--- config.mk ---
export PLATFORM = sky130hd
export DESIGN_NAME = fan_pwm_ctrl
export DESIGN_NICKNAME = d
export VERILOG_FILES = /design/src/rtl/fan_pwm_ctrl.sv
export SDC_FILE = /design/constraint.sdc
export NUM_CORES = 1
export LEC_CHECK = 0
export ABC_CLOCK_PERIOD_IN_PS = 6020
export CORE_MARGIN = 1.5
export CORE_UTILIZATION = 41
export DETAILED_ROUTE_END_ITERATION = 8
export DONT_BUFFER_PORTS = 1
export HOLD_SLACK_MARGIN = 0.03
export PLACE_DENSITY = 0.59
export SLEW_MARGIN = 10
export SYNTH_ARGS = -nofsm -noshare
export SYNTH_HDL_FRONTEND = slang
export SYNTH_SLANG_ARGS = --single-unit
--- constraint.sdc ---
create_clock -name clk -period 6.02 [get_ports clk]
set_clock_uncertainty 0.15 [all_clocks]
set_input_delay 1.204 -clock clk [delete_from_list [all_inputs] [get_ports clk]]
set_output_delay 1.204 -clock clk [all_outputs]
set_load 0.05 [all_outputs]
--- src/rtl/fan_pwm_ctrl.sv ---
// -----------------------------------------------------------------------------
// fan_pwm_ctrl
//
// Software-programmable PWM generator for the board fan. Configuration comes
// straight from register-file outputs. The block copies it into shadow
// registers, which are reloaded only at PWM period boundaries. The applied duty
// ramps toward its target by a fixed step per period, which soft-starts the fan.
//
// Ports
//   clk          system clock (axi_aclk domain)
//   reset        synchronous, active-high reset
//   enable       run enable; deasserting it returns to IDLE on the next clock
//   period       PWM period minus 1 (one period lasts period+1 clocks)
//   duty_target  requested high time in clocks
//   ramp_step    duty change per period; 0 jumps straight to the target
//   fan_pwm      registered PWM output
//   duty_now     duty currently applied (read-back)
//   cnt_now      current period counter value (read-back)
//   cycle_done   high on the last clock of each PWM period
//   ramping      high while the FSM is in RAMP (registered)
//
// Handshake
//   There is no valid/ready interface. Configuration inputs are treated as
//   level signals and are sampled only into the shadow registers: every clock
//   in IDLE, and at each period boundary while running. cycle_done is a pure
//   status pulse and needs no acknowledge.
// -----------------------------------------------------------------------------
module fan_pwm_ctrl #(
  parameter int   CNT_W             = 16,
  parameter logic FORCE_ON_DISABLED = 1'b0
) (
  input  logic             clk,
  input  logic             reset,
  input  logic             enable,
  input  logic [CNT_W-1:0] period,
  input  logic [CNT_W-1:0] duty_target,
  input  logic [CNT_W-1:0] ramp_step,
  output logic             fan_pwm,
  output logic [CNT_W-1:0] duty_now,
  output logic [CNT_W-1:0] cnt_now,
  output logic             cycle_done,
  output logic             ramping
);

  typedef enum logic [1:0] {
    IDLE = 2'd0,
    RAMP = 2'd1,
    RUN  = 2'd2
  } state_t;

  localparam logic [CNT_W-1:0] ZERO = '0;
  localparam logic [CNT_W-1:0] ONE  = {{(CNT_W-1){1'b0}}, 1'b1};

  state_t           state_q, state_d;
  logic [CNT_W-1:0] cnt_q,   cnt_d;
  logic [CNT_W-1:0] duty_q,  duty_d;
  logic [CNT_W-1:0] per_sh,  per_d;
  logic [CNT_W-1:0] tgt_sh,  tgt_d;
  logic [CNT_W-1:0] step_sh, step_d;
  logic             fan_q,   fan_d;
  logic             ramping_q;

  logic             boundary;
  logic [CNT_W:0]   ramp_sum;
  logic [CNT_W-1:0] ramp_gap;
  logic [CNT_W-1:0] ramp_next;

  // Last clock of a period. With per_sh == 0 every running clock qualifies.
  assign boundary = (state_q != IDLE) && (cnt_q == per_sh);

  // ---------------------------------------------------------------------------
  // Next duty value for one ramp step, computed against the pre-reload shadows.
  // The sum has one extra bit so that a step near full scale saturates at the
  // target instead of wrapping. The downward gap is compared before the
  // subtraction, so the result never underflows below the target.
  // ---------------------------------------------------------------------------
  always_comb begin
    ramp_sum  = {1'b0, duty_q} + {1'b0, step_sh};
    ramp_gap  = duty_q - tgt_sh;
    ramp_next = tgt_sh;
    if (step_sh == ZERO) begin
      // The step was reloaded to 0 while ramping: treat it as "jump to the
      // target" rather than stalling in RAMP forever.
      ramp_next = tgt_sh;
    end else if (duty_q < tgt_sh) begin
      if (ramp_sum >= {1'b0, tgt_sh}) begin
        ramp_next = tgt_sh;
      end else begin
        ramp_next = ramp_sum[CNT_W-1:0];
      end
    end else if (duty_q > tgt_sh) begin
      if (ramp_gap <= step_sh) begin
        ramp_next = tgt_sh;
      end else begin
        ramp_next = duty_q - step_sh;
      end
    end else begin
      ramp_next = tgt_sh;
    end
  end

  // ---------------------------------------------------------------------------
  // Next-state / datapath logic
  // ---------------------------------------------------------------------------
  always_comb begin
    state_d = state_q;
    cnt_d   = cnt_q;
    duty_d  = duty_q;
    per_d   = per_sh;
    tgt_d   = tgt_sh;
    step_d  = step_sh;
    fan_d   = FORCE_ON_DISABLED;

    case (state_q)
      IDLE: begin
        // Track the configuration continuously so the start decision uses
        // current values.
        per_d  = period;
        tgt_d  = duty_target;
        step_d = ramp_step;
        cnt_d  = ZERO;
        duty_d = ZERO;
        if (enable) begin
          if ((tgt_sh != ZERO) && (step_sh != ZERO)) begin
            state_d = RAMP;
          end else begin
            state_d = RUN;
            duty_d  = tgt_sh;
          end
        end
      end

      RAMP, RUN: begin
        if (!enable) begin
          // Immediate shutdown. There is no wait for the period boundary.
          state_d = IDLE;
          cnt_d   = ZERO;
          duty_d  = ZERO;
        end else begin
          // The PWM compare is against this clock's counter and duty. The
          // result appears on fan_pwm one clock later. A duty of 0 gives a
          // constant low output. A duty above per_sh gives a constant high
          // output.
          fan_d = (cnt_q < duty_q);

          if (boundary) begin
            cnt_d  = ZERO;
            per_d  = period;
            tgt_d  = duty_target;
            step_d = ramp_step;

            if (state_q == RAMP) begin
              duty_d = ramp_next;
              if (ramp_next == tgt_sh) begin
                state_d = RUN;
              end
            end else begin
              if ((duty_target != duty_q) && (ramp_step != ZERO)) begin
                // Duty holds for one more period. Movement starts at the
                // next boundary.
                state_d = RAMP;
              end else begin
                duty_d = duty_target;
              end
            end
          end else begin
            cnt_d = cnt_q + ONE;
          end
        end
      end

      default: begin
        state_d = IDLE;
        cnt_d   = ZERO;
        duty_d  = ZERO;
      end
    endcase
  end

  // ---------------------------------------------------------------------------
  // State and datapath registers
  // ---------------------------------------------------------------------------
  always_ff @(posedge clk) begin
    if (reset) begin
      state_q   <= IDLE;
      cnt_q     <= ZERO;
      duty_q    <= ZERO;
      per_sh    <= ZERO;
      tgt_sh    <= ZERO;
      step_sh   <= ZERO;
      fan_q     <= FORCE_ON_DISABLED;
      ramping_q <= 1'b0;
    end else begin
      state_q   <= state_d;
      cnt_q     <= cnt_d;
      duty_q    <= duty_d;
      per_sh    <= per_d;
      tgt_sh    <= tgt_d;
      step_sh   <= step_d;
      fan_q     <= fan_d;
      ramping_q <= (state_d == RAMP);
    end
  end

  assign fan_pwm    = fan_q;
  assign duty_now   = duty_q;
  assign cnt_now    = cnt_q;
  assign cycle_done = boundary;
  assign ramping    = ramping_q;

endmodule

==> results of run 1 <==
sequential cells by signal, indices dropped and copies added, names as in the netlist:
name,flops
cnt_now,16
duty_now,16
fan_pwm,1
per_sh,16
ramping,1
state_q,2
step_sh,16
tgt_sh,16
report_power, final:
part | switching (mW) | internal (mW) | total, mW | leakage [nW]
Sequential | 0.109 | 0.632 | 0.741 | 0.688
Combinational | 1.54 | 0.950 | 2.49 | 3.02
Clock | 0.286 | 0.297 | 0.583 | 0.150
Total | 1.93 | 1.88 | 3.81 | 3.85
layout by cell type (no fill, tap or decap), types with 5 or more instances in the layout:
master / instances
nor4_1: 27
buf_4: 47
a22o_1: 10
o21ai_0: 44
ha_1: 98
a21o_1: 12
nand2_1: 147
inv_1: 79
nand3_1: 20
o22ai_1: 10
nor2_1: 85
o221ai_1: 6
a221oi_1: 8
a21oi_1: 123
a22oi_1: 11
xor2_1: 45
o211ai_1: 6
dfxtp_1: 84
o31ai_1: 11
o21a_1: 8
nor3_1: 19
a2111o_1: 5
a31oi_1: 8
xnor2_1: 48
nor2b_1: 16
a211oi_1: 11
clkbuf_16: 9
nand2b_1: 13
o2111ai_1: 5
and2_1: 6
and3_1: 6
nand4_1: 18
kinds of logic (layout without fill, tap and decap cells):
kind of cell             after synthesis  in the layout  share of synthesized area, %
AND/OR/NAND/NOR                      387            387                          21.9
adder cells (fa/ha/maj)              101            101                          15.3
flip-flops                            84             84                          19.9
XOR/XNOR                              93             93                          9.66
multiplexers                           5              5                         0.623
buffers and inverters                133            142                          6.11
AO/OA/AOI/OAI                        336            336                          26.5
final cells by class:
cell class,count,area share (%)
clock buffers,9,2.44
clock inverters,7,0.853
inverters,79,3.21
multi-input cells,922,67.8
flip-flops and latches,84,18.2
well taps,270,3.66
repair buffers,47,3.82
metrics by stage:
| step | instance area (µm²) | worst slack, ps | power (mW) | hold WS (ps) | util (%) |
|---|---|---|---|---|---|
| floorplan | 8430 | 572 | 2.49 | 294 | - |
| global placement | 8920 | 438 | 3.16 | 297 | 44.1 |
| detailed placement | 8920 | 263 | 3.16 | 301 | 44.1 |
| CTS | 9220 | 225 | 3.75 | 312 | 45.6 |
| global route | 9240 | 8.62 | 4.09 | 341 | 45.6 |
| finish | 9240 | 337 | 3.81 | 310 | 45.6 |
cells in the mapped netlist, drive strengths merged (6+ instances only):
master  number  area share (%)
a22oi       11            0.98
a211oi      13             1.3
o31ai       11            0.98
a221oi       8            0.83
nand3       20             1.2
o221ai       6            0.62
buf         12            0.73
a22o        10             1.0
nor4        29             2.2
o21a         8            0.71
nand2      148             6.6
xor2        45             4.7
ha          98              15
and2         6            0.45
nor2b       16             1.2
nand2b      14             1.1
nor3        21             1.4
o211ai       6            0.53
o22ai       10            0.74
o21ai       48             2.8
inv         79             3.5
a21oi      124             7.4
nand4       18             1.3
xnor2       48             5.0
and3         6            0.45
a21o        12             1.1
clkbuf      42             1.9
a31oi        8            0.59
nor2        85             3.8
dfxtp       84              20
layer usage:
metal	vias up	GRT usage [%]	part of all wire (%)
met5	-	0	0
met4	0	9.90	3.4
met3	73	7.06	9.6
met2	427	43.8	42
met1	4042	39.9	45
li1	4135	-	-
worst register-to-register path, cell delays in order (launching register included):
cell and delay, ps:
dfxtp_1 430, inv_1 100, ha_1 550, inv_1 190
o311a_1 420, o22a_4 290, a41o_1 230, or2_2 310
ha_1 300, a21o_1 160, a211oi_1 260, o211a_1 210
nand3_1 170, nor2_1 360, nand2_1 380, o221a_2 390
o32ai_1 420, nor4b_1 140, nor3_1 150
path summary, 6_finish.rpt:
check	from	endpoint	slack, ps	depth (start not counted)
hold reg to reg	per_sh[12]	per_sh[12]	310	2
setup / recovery	step_sh[5]	ramping	340	18
setup reg to reg	step_sh[5]	ramping	340	18
hold / removal	per_sh[12]	per_sh[12]	310	2
==> flow_metrics.env, run 1 <==
export IMPL_synth_cell_types=83
export IMPL_seqCellArea_um2=1680
export IMPL_startpoint_type="flop"
export IMPL_syn2layout_area_growth_pct=9.51
export IMPL_clock_sinks=84
export IMPL_critPathTopFamily="compound AO/OA/AOI/OAI gates"
export IMPL_drc=0
export IMPL_postCtsHoldBufs=0
export IMPL_setup_viol=0
export IMPL_core_um2=20200
export IMPL_cts_buffers=9
export IMPL_grt_pass1_vias=8094
export IMPL_die_area_um2=21400
export IMPL_io_buffers=0
export IMPL_path_cells="inv_1 > ha_1 > inv_1 > o311a_1 > o22a_4 > a41o_1 > or2_2 > ha_1 > a21o_1 > a211oi_1 > o211a_1 > nand3_1 > nor2_1 > nand2_1 > o221a_2 > o32ai_1 > nor4b_1 > nor3_1"
export IMPL_cts_setup_buffers=0
export IMPL_syn_inst=1139
export IMPL_tightestPinTransition_ps=1220
export IMPL_ys_async_sr_fraction_pct=0
export IMPL_clkTransAtPathRegs_ps=80
export IMPL_synthFlopType="dfxtp_1"
export IMPL_vias=8677
export IMPL_cp_buffers_inverters=2
export IMPL_initial_utilization_pct=41.7
export IMPL_cp_required_ps=6160
export IMPL_grt_max_degree=58
export IMPL_post_cts_resized=0
export IMPL_antenna_found_initial=0
export IMPL_path_class="reg -> reg"
export IMPL_worstSkewPairLatency_ps=370
export IMPL_yosys_warnings=0
export IMPL_dpl_cell_count=1402
export IMPL_period_minus_slack_ps=5680
export IMPL_setup_tns_final_ps=0
export IMPL_ios=86
export IMPL_postRouteAntennaNets=0
export IMPL_hold_viol=0
export IMPL_syn_area_per_cell_um2=7.41
export IMPL_p_leak_nw=3.85
export IMPL_syn_area_um2=8430
export IMPL_grt_ovfl_total=0
export IMPL_dr_first_iter_drc_count=1013
export IMPL_final_cells=1418
export IMPL_vias_per_cell=6.12
export IMPL_hold_path_class="reg -> reg"
export IMPL_detail_route_wl_per_cell_um=21.9
export IMPL_drive_gt1_share_pct=7.67
export IMPL_dp_hpwl_um=24600
export IMPL_drt_pass1_iter_count=6
export IMPL_cts_buffer_depth=2
export IMPL_critPathCaptureType="flop"
export IMPL_ir_worst_vdd_mv=0.188
export IMPL_worst_path_max_fanout=12
export IMPL_die_h_um=146
export IMPL_grt_pass1_wl_um=47800
export IMPL_multi_input_area_um2=6260
export IMPL_crit_slowest_cell="ha_1"
export IMPL_rsz0062_at_grt="no"
export IMPL_cts_tree="done"
export IMPL_slew_headroom_pct=17.6
export IMPL_report_final_slew_viol_count=0
export IMPL_fin_crit_sh_pct=94.4
export IMPL_synth_edf_count=0
export IMPL_yosysSeqAreaShare_pct=19.9
export IMPL_num_antenna_cells=0
export IMPL_status="finished clean"
export IMPL_p_per_area_nw_per_um2=413
export IMPL_nets=1295
export IMPL_cp_arrival_ps=5820
export IMPL_critPathMaxStageDelay_ps=550
export IMPL_max_freq_mhz=176
export IMPL_ys_ff_latch=84
export IMPL_routabilityCongestion=0.978
export IMPL_clock_root_buffer="clkbuf_16"
export IMPL_synth_fp_nets=1291
export IMPL_rows=52
export IMPL_fillCellCount=2099
export IMPL_grtUsageTotal_pct=28.9
export IMPL_drt_wl_total_um=31000
export IMPL_maxCapViolations=0
export IMPL_htree_levels=3
export IMPL_fp_dieW_um=146
(Power assumes the default switching activity.)
==> run 2: changes to the inputs <==
- PLACE_DENSITY: 0.59 -> unset
- PLACE_DENSITY_LB_ADDON: unset -> 0.3
==> flow_metrics.env, run 2 (same netlist as run 1, synthesis figures left out) <==
export IMPL_report_final_slew_viol_count=0
export IMPL_setup_viol=0
export IMPL_dp_hpwl_um=24300
export IMPL_layout_common_cells="nand2_1, a21oi_1, ha_1"
export IMPL_dp_slack_ps=189
export IMPL_reg2reg_depth=20
export IMPL_cp_required_ps=6120
export IMPL_die_area_um2=21400
export IMPL_antenna_found_initial=1
export IMPL_htree_levels=3
export IMPL_io_buffers=0
export IMPL_ir_worst_vdd_mv=0.202
export IMPL_initial_utilization_pct=41.7
export IMPL_clock_sinks=84
export IMPL_period_minus_slack_ps=5640
export IMPL_critPathMaxStageDelay_ps=480
export IMPL_max_freq_mhz=177
export IMPL_critPathTopFamily="compound AO/OA/AOI/OAI gates"
export IMPL_drc=0
export IMPL_dpl_cell_area_um2=8880
export IMPL_timing_hold_ws_ps=310
export IMPL_hold_depth=2
export IMPL_hold_viol=0
export IMPL_drt_wl_total_um=30300
export IMPL_nets=1290
export IMPL_path_cells="inv_1 > ha_1 > nor2b_1 > a2111oi_2 > o21a_1 > a21o_1 > a21oi_1 > xnor2_1 > ha_1 > nand3_1 > nor2_1 > a32oi_1 > o211ai_1 > nor2_1 > buf_4 > nand2_1 > o221a_2 > o32ai_1 > or4_1 > o21ai_1"
export IMPL_ios=86
export IMPL_grt_pass1_vias=8108
export IMPL_hold_path_class="reg -> reg"
export IMPL_grt_max_degree=58
export IMPL_postRouteAntennaNets=0
export IMPL_fp_dieW_um=146
export IMPL_grtUsageTotal_pct=28.0
export IMPL_design_area_um2=9210
export IMPL_vias=8650
export IMPL_clock_root_buffer="clkbuf_16"
export IMPL_detail_route_wl_per_cell_um=21.5
export IMPL_worstSkewPairLatency_ps=360
export IMPL_num_antenna_cells=0
export IMPL_fin_crit_sh_pct=93.6
export IMPL_clkTransAtPathRegs_ps=70
export IMPL_p_per_area_nw_per_um2=413
export IMPL_maxCapViolations=0
export IMPL_startpoint_type="flop"
export IMPL_multi_input_area_um2=6270
export IMPL_core_um2=20200
export IMPL_cts_buffer_depth=2
export IMPL_vias_per_cell=6.12
export IMPL_path_class="reg -> reg"
export IMPL_p_leak_nw=3.83
export IMPL_layout_setup_ws_ps=385
export IMPL_rows=52
export IMPL_worst_path_max_fanout=12
export IMPL_routabilityCongestion=0.977
export IMPL_drive_gt1_share_pct=7.35
export IMPL_layout_commonest_cell="nand2_1"
export IMPL_crit_slowest_cell="a2111oi_2"
export IMPL_cts_buffers=9
export IMPL_cp_arrival_ps=5730
export IMPL_seqCellArea_um2=1680
export IMPL_fillCellCount=2065
export IMPL_status="finished clean"
export IMPL_slew_headroom_pct=12.3
export IMPL_grt_pass1_wl_um=46600
export IMPL_die_h_um=146
export IMPL_critPathCaptureType="flop"
export IMPL_drt_pass1_iter_count=8
export IMPL_dr_first_iter_drc_count=942
export IMPL_cp_depth=20
export IMPL_cts_tree="done"
export IMPL_cp_buffers_inverters=2
export IMPL_syn2layout_area_growth_pct=9.17
export IMPL_final_util_pct=45.5
export IMPL_tightestPinTransition_ps=1310
export IMPL_grt_ovfl_total=0
-- run 2: changes by cell type in the layout (fill, tap and decap cells not counted), sizes merged --
cell,before,now
buf,47,42
clkinv,3,4
inv,83,82
-- run 2: where the power goes --
part	total (mW)	internal, mW	switching (mW)	leakage [nW]
Combinational	2.49	0.943	1.55	2.99
Clock	0.567	0.294	0.272	0.148
Sequential	0.742	0.633	0.110	0.688
-- run 2: layout make-up --
type | instances | share of cell area, %
clock buffers | 9 | 2.45
inverters | 79 | 3.22
clock inverters | 7 | 0.856
repair buffers | 42 | 3.42
flip-flops and latches | 84 | 18.3
multi-input cells | 922 | 68.1
well taps | 270 | 3.67
-- run 2: stage by stage --
stage	total power [mW]	TNS, ps	std cells
2_1_floorplan	2.49	0	1139
3_3_place_gp	3.16	0	1397
3_5_place_dp	3.15	0	1397
4_1_cts	3.73	0	1413
5_1_grt	4.06	-9.19	1413
6_report	3.80	0	1413
-- run 2: per-layer routing --
layer	wire [µm]	track usage [%]	up-vias
met5	7	0	-
met4	1440	13.0	2
met3	2850	6.72	87
met2	12800	42.0	444
met1	13300	37.8	4005
li1	-	-	4112
-- run 2: worst register-to-register path: stages (launching register included) --
cell	delay [ps]
dfxtp_1	400
inv_1	100
ha_1	410
nor2b_1	210
a2111oi_2	480
o21a_1	310
a21o_1	160
a21oi_1	80
xnor2_1	370
ha_1	310
nand3_1	150
nor2_1	90
a32oi_1	310
o211ai_1	250
nor2_1	160
buf_4	190
nand2_1	320
o221a_2	410
o32ai_1	440
or4_1	190
o21ai_1	50
-- run 2: timing repair --
action                                  4_1_cts  5_1_grt
endpoints found under the setup margin        0        9
gates resized for setup                       0        6
hold buffers                                  0        0
buffers inserted                              0        0
-- run 2: path summary, 6_finish.rpt --
check / startpoint / endpoint / slack [ps]
worst max-delay path: step_sh[2] / state_q[1] / 380
worst min-delay path: per_sh[13] / per_sh[13] / 310
worst max register to register: step_sh[2] / state_q[1] / 380
worst min register to register: per_sh[13] / per_sh[13] / 310
